## src/rtl/wfid_allocator.sv

```systemverilog
// Wavefront slot ID allocator: grants the lowest free slot, reclaims slots on retire,
// and tracks a busy bitmap plus free-slot count.
module wfid_allocator #(
    parameter int unsigned NUM_SLOTS = 40,
    parameter int unsigned ID_WIDTH  = 6
) (
    input  logic                 clk,
    input  logic                 rst,
    input  logic                 alloc_req,
    output logic                 alloc_ready,
    output logic                 alloc_valid,
    output logic [ID_WIDTH-1:0]  alloc_wfid,
    input  logic                 free_valid,
    input  logic [ID_WIDTH-1:0]  free_wfid,
    output logic                 free_err,
    output logic [ID_WIDTH-1:0]  free_count,
    output logic [NUM_SLOTS-1:0] busy_vector
);

    localparam int unsigned CNT_W = ID_WIDTH;

    logic                 handshake;
    logic                 grant_found;
    logic [ID_WIDTH-1:0]  grant_idx;
    logic                 free_hit;
    logic                 free_legal;
    logic [NUM_SLOTS-1:0] busy_next;
    logic [CNT_W-1:0]     count_next;
    logic                 ready_next;

    assign handshake = alloc_req & alloc_ready;

    // Lowest-index free slot over the pre-edge bitmap
    always_comb begin
        grant_found = 1'b0;
        grant_idx   = '0;
        for (int i = int'(NUM_SLOTS) - 1; i >= 0; i--) begin
            if (!busy_vector[i]) begin
                grant_found = 1'b1;
                grant_idx   = ID_WIDTH'(i);
            end
        end
    end

    // A free is legal only for an in-range slot that is currently allocated
    always_comb begin
        free_hit = 1'b0;
        for (int i = 0; i < int'(NUM_SLOTS); i++) begin
            if (free_wfid == ID_WIDTH'(i)) begin
                free_hit = busy_vector[i];
            end
        end
        free_legal = free_valid & free_hit;
    end

    // Next bitmap and count; the freed slot and the granted slot never coincide
    always_comb begin
        busy_next  = busy_vector;
        count_next = free_count;
        for (int i = 0; i < int'(NUM_SLOTS); i++) begin
            if (free_legal && (free_wfid == ID_WIDTH'(i))) begin
                busy_next[i] = 1'b0;
            end
            if (handshake && (grant_idx == ID_WIDTH'(i))) begin
                busy_next[i] = 1'b1;
            end
        end
        case ({handshake, free_legal})
            2'b10:   count_next = free_count - CNT_W'(1);
            2'b01:   count_next = free_count + CNT_W'(1);
            default: count_next = free_count;
        endcase
        ready_next = (count_next != '0);
    end

    always_ff @(posedge clk or negedge rst) begin
        if (!rst) begin
            busy_vector <= '0;
            free_count  <= CNT_W'(NUM_SLOTS);
            alloc_ready <= 1'b1;
            alloc_valid <= 1'b0;
            alloc_wfid  <= '0;
            free_err    <= 1'b0;
        end else begin
            busy_vector <= busy_next;
            free_count  <= count_next;
            alloc_ready <= ready_next;
            alloc_valid <= handshake;
            free_err    <= free_valid & ~free_legal;
            if (handshake) begin
                alloc_wfid <= grant_idx;
            end
        end
    end

    // Bookkeeping invariants
    always @(posedge clk) begin
        if (rst) begin
            assert (free_count == CNT_W'(NUM_SLOTS - $countones(busy_vector)));
            assert (free_count <= CNT_W'(NUM_SLOTS));
            assert (alloc_ready == (free_count != '0));
            assert (!handshake || grant_found);
        end
    end

endmodule

```

## config.mk

```make
export PLATFORM = sky130hd
export DESIGN_NAME = wfid_allocator
export DESIGN_NICKNAME = d
export VERILOG_FILES = /design/src/rtl/wfid_allocator.sv
export SDC_FILE = /design/constraint.sdc
export NUM_CORES = 1
export LEC_CHECK = 0
export BUFFER_PORTS_ARGS = -buffer_cell sky130_fd_sc_hd__buf_2
export CAP_MARGIN = 25
export CORE_MARGIN = 10
export CORE_UTILIZATION = 56
export DETAILED_ROUTE_END_ITERATION = 6
export GPL_TIMING_DRIVEN = 0
export PLACE_DENSITY = 0.8
export SLEW_MARGIN = 20
export SYNTH_ARGS = -nofsm -noshare
export SYNTH_HDL_FRONTEND = slang
export SYNTH_SLANG_ARGS = --single-unit
```

## constraint.sdc

```tcl
create_clock -name clk -period 4.1 [get_ports clk]
set_input_delay 0.82 -clock clk [delete_from_list [all_inputs] [get_ports clk]]
set_output_delay 0.82 -clock clk [all_outputs]
set_load 0.02 [all_outputs]
```

**After elaboration in Yosys (flattened, before gate mapping)**

Index checks and enable logic that the tools add are counted.

- Bits in read-only memories: 0
- RAM bits: 0
- Memories: 0
- Latch bits: 0
- Flip-flop bits (word level): 55

- Add/sub/neg operators: 2
- Bitwise logic cells: 4
- $mul: 0
- Divide/modulo/power cells: 0
- Reductions and logical operators: 123
- Equality and inequality tests: 80
- Shift-type cells: 0
- Multiplexer cells: 161
- Order comparisons: 0

Operators with widths:

| kind | number |
|---|---|
| $mux W6 | 40 |
| $eq A6 B5 Y1 const B | 32 |
| $mux W1 | 120 |
| $eq A6 B4 Y1 const B | 16 |
| $eq A6 B6 Y1 const B | 16 |
| $logic_and A1 B1 Y1 | 80 |
| $reduce_bool A2 Y1 | 40 |
| $eq A6 B3 Y1 const B | 8 |
| $eq A6 B2 Y1 const B | 4 |
| $eq A6 B1 Y1 const B | 2 |
| $logic_not A6 Y1 | 2 |
| $pmux W6 S2 | 1 |
| $add A6 B1 Y6 const B | 1 |
| $reduce_bool A6 Y1 | 1 |
| $sub A6 B1 Y6 const B | 1 |
| $and A1 B1 Y1 | 3 |
| $eq A2 B1 Y1 const B | 1 |
| $eq A2 B2 Y1 const B | 1 |
| $not A1 Y1 | 1 |

**Longest topological paths before layout**

- Depth after elaboration: 45
- Gate-level depth with buffers: 19

**Worst setup path before layout**

Ideal clock, no wire load.

- Kind: input port to flip-flop
- From: input free_wfid[0]
- To: register alloc_ready
- Stages: 17
- Buffers on the path: 2
- Slack: -272 ps
- Data arrival time: 4284 ps
- Required time: 4012 ps
- Cells stage by stage: buf_6 -> or2_0 -> a2111o_1 -> a31oi_2 -> a211oi_2 -> o31ai_4 -> buf_6 -> inv_1 -> ha_1 -> inv_1 -> ha_1 -> a21o_1 -> a21oi_1 -> xnor2_1 -> o21ai_0 -> or4_1 -> or3_1

- Longest elaborated chain between the ends: 45
- Elaborated cells between the ends (all ways): 85
- Classes of those cells: 41 x eq/ne; 41 x mux; 1 x bitwise; 2 x reduce/logical

RTL lines:

| item | line | source |
|---|---|---|
| from (decl) | 14 | `input logic [ID_WIDTH-1:0] free_wfid,` |
| $logic_not A6 Y1 | 49 | `if (free_wfid == ID_WIDTH'(i)) begin` |
| $mux W1 (39 in a row) | 49 |  |
| $mux W1 (*) | 49 |  |
| $and A1 B1 Y1 (*) | 53 | `free_legal = free_valid & free_hit;` |
| $eq A2 B1 Y1 / $eq A2 B2 Y1 (equally long branches) | 68 | `case ({handshake, free_legal})` |
| $pmux W6 S2 (*) | 68 |  |
| net count_next[3] | 28 | `logic [CNT_W-1:0] count_next;` |
| $reduce_bool A6 Y1 (*) | 73 | `ready_next = (count_next != '0);` |
| net ready_next | 29 | `logic ready_next;` |
| to (signal assigned) | 87 | `alloc_ready <= ready_next;` |
| to (decl) | 10 | `output logic alloc_ready,` |

Mark *: on every way through the listed nets, which the timed path passes. The rest lies on a longest branch.
A chain may end at the register's enable or synchronous reset.

**Worst setup path in the final report**

Ends and elaborated chain as after synthesis.

==> flow_summary.json <==
{
  "synth.most_common_cell": "dfrtp_1",
  "synth_top_area_cell": "dfrtp_1",
  "synth_compound_area_share_pct": 27.4,
  "clkSlewWorstSetupHoldPaths_ns": 0.11,
  "antenna_found_initial": 0,
  "initial_core_util_pct": 57.2,
  "crit_type": "input port to flop",
  "holdWs_ns": 0.490,
  "synth_xor_area_share_pct": 1.21,
  "ioPinCount": 65,
  "max-cap-violations": 0,
  "grt-busiest-layer": "met2",
  "cpMaxStageDelayCell": "or4_1",
  "via_per_inst": 6.76,
  "period_share_pct": 100,
  "place_hpwl_mm": 9.20,
  "synth_mux_area_share_pct": 2.84,
  "grt_use_total_pct": 24.1,
  "syn_area_um2": 3610,
  "crit_fanout": 10,
  "path_cells": "buf_12 -> buf_4 -> buf_6 -> buf_6 -> nand3_1 -> o22a_1 -> nand4_1 -> o31ai_4 -> buf_6 -> inv_4 -> ha_4 -> inv_4 -> ha_4 -> a21o_1 -> a21oi_2 -> xnor2_1 -> o21ai_1 -> or4_1 -> or3_1",
  "layout-drive-gt1-share_pct": 28.4,
  "synth.top_cell.area_share_pct": 36.0,
  "place_ws_ns": -0.747,
  "place_congestion": 0.981,
  "synth_area_per_cell_um2": 8.94,
  "critPathArrivalTime_ns": 4.35,
  "max-vdd-ir-drop_mv": 0.701,
  "grt_util_met1_pct": 30.0,
  "clock_latency_ns": 0.32,
  "dr.pass1.iters": 5,
  "ctsLongestPathBuffers": 2,
  "crit_required_ns": 4.35,
  "core_area_um2": 6310,
  "worst_pin_slew_ns": 0.683,
  "synth_fp_nets": 420,
  "htreeDepth": 2,
  "setup_violations": 1,
  "power.density_nw_per_um2": 589,
  "synthAdderAreaFrac_pct": 2.29,
  "status": "complete, but fails checks",
  "async_reset_ff_share_pct": 100,
  "n_antenna_cell": 0,
  "grt_overflow": 0,
  "synth-seq-cells": 55,
  "power.leakage_uw": 0.00186,
  "fillers": 515,
  "crit_family": "simple AND/OR/NAND/NOR gates",
  "syn_to_final_growth_pct": 21.6,
  "synth_ff_type": "dfrtp_1",
  "die_y_um": 100,
  "cts-buffers-inserted": 5,
  "cts_tree": "built",
  "rsz0062_at_grt": "true",
  "wl_per_cell_um": 22.3,
  "netlist_top_cells_count": "dfrtp_1 (52), nand2_1 (46), o21ai_0 (36)",
  "dieArea_um2": 10100,
  "root_buffer": "clkbuf_8",
  "yosys.area_share.simple_pct": 22.1,
  "postRouteAntennaNets": 0,
  "grt_max_degree": 56,
  "use_met3_pct": 7.14,
  "regArea_um2": 1380,
  "via_count": 3831,
  "rows": 29,
  "cpPeakStageDelay_ns": 0.57,
  "max_slew_margin_pct": 54.4,
  "synth_edf_count": 0,
  "final-hold-violation-count": 0,
  "finalMaxSlewViolations": 0,
  "crit_buf_inv": 7,
  "cts.sinks": 55,
  "multiInputGateArea_um2": 2130,
  "dieWidth_um": 100,
  "total_power_uw": 2590,
  "crit_top_cell": "buf_6",
  "grt_pass1_wl_mm": 19.6,
  "synth_cell_types": 72,
  "synth_top_family_by_area": "compound AO/OA/AOI/OAI gates",
  "yosysSeqAreaShare_pct": 38.2,
  "drt_iter0_drc": 510,
  "fin_ws_ns": -0.00349,
  "syn_inst": 404,
  "grtUsageMet2_pct": 37.2,
  "worst_setup_path_end_kind": "flop",
  "yosys-top-cells-area": "dfrtp_1 (36%), o31ai_1 (5.8%), o21ai_0 (5.0%)",
  "portBuffers": 62,
  "finalNetCount": 505,
  "cp-start-kind": "input port",
  "grt_pass1_vias": 3612,
  "ys_warn_count": 0,
  "fmax_mhz": 244,
  "drc_errors": 0,
  "skew_ns": 0.0102,
  "hold_path_class": "flop to flop",
  "violations": "setup timing",
  "layout_min_cycle_time_ns": 4.10,
  "wirelength_mm": 12.6,
  "holdBufCountCts": 0
}
-- final timing paths --
kind	startpoint	end	slack, ns	depth (start not counted)
max	free_wfid[0]	alloc_ready	-0.003	19
min	alloc_wfid[0]	alloc_wfid[0]	0.49	1
min reg2reg	alloc_wfid[0]	alloc_wfid[0]	0.49	1
max reg2reg	busy_vector[12]	alloc_ready	0.09	16
min in group asynchronous	rst	busy_vector[10]	0.52	1
max in group asynchronous	rst	busy_vector[1]	3.12	1
-- metal layers --
layer | vias up | share of wire (%) | wire [µm]
met5 | - | 0 | 0
li1 | 1700 | - | -
met3 | 52 | 12 | 1540
met4 | 0 | 4.9 | 617
met2 | 277 | 45 | 5750
met1 | 1802 | 37 | 4740
-- cell type report --
class / count / share of cell area, %
clock inverters: 3 / 0.513
clock buffers: 5 / 1.57
inverters: 18 / 1.65
well taps: 77 / 2.19
plain buffers: 19 / 4.04
multi-input cells: 312 / 48.5
flip-flops and latches: 55 / 31.4
repair buffers: 78 / 10.1
-- cell usage in the layout, fill, tap and decap left out, types with 3 or more instances in the layout --
master,n
nor3_1,9
inv_1,16
nand3_1,12
nand2_1,46
nand2b_1,7
nor2b_2,3
a31oi_1,7
buf_2,64
clkbuf_1,3
buf_6,7
ha_1,3
o21ai_0,35
nor2b_1,5
dfrtp_1,52
clkbuf_8,5
nor3_2,5
a21o_1,7
buf_4,19
a21oi_1,10
o21ai_1,12
dfstp_2,3
o211ai_1,4
a22oi_1,4
o41ai_1,3
nor2_1,18
or3_1,3
xnor2_1,3
a211oi_1,3
nand4_1,17
o22ai_1,8
o31ai_1,28
-- sequential cells by signal (all words and copies together), names as in the netlist --
signal	cells
alloc_ready	1
alloc_wfid	6
busy_vector	40
free_err	1
free_count	6
alloc_valid	1
-- stage by stage --
step                std cells  cell area [µm²]  util (%)  TNS [ns]
global route              567             4390      69.6    -0.158
detailed placement        543             4080      64.6     -1.10
floorplan                 404             3670         -   -0.0472
finish                    567             4390      69.6  -0.00349
CTS                       553             4230      67.0         0
global placement          543             4080      64.6    -0.942
-- power breakdown --
group	switching [µW]	internal, µW	total (µW)	leakage, µW
sequential	155	670	825	0.000665
combinational	963	476	1440	0.00115
clock	201	124	326	0.0000489
total	1320	1270	2590	0.00186
-- timing repair --
item                       in CTS  in global routing
pin swaps                       2                 12
resized for setup               6                 14
buffers inserted                2                 13
setup endpoints to repair       1                  1
hold endpoints to repair        0                  0
-- cells by family after synthesis --
group,count (synthesis)
AO/OA/AOI/OAI,146
flip-flops,55
AND/OR/NAND/NOR,148
buffers and inverters,37
multiplexers,7
XOR/XNOR,5
adder cells (fa/ha/maj),6
Note: power is estimated with default switching activity, not from simulation.
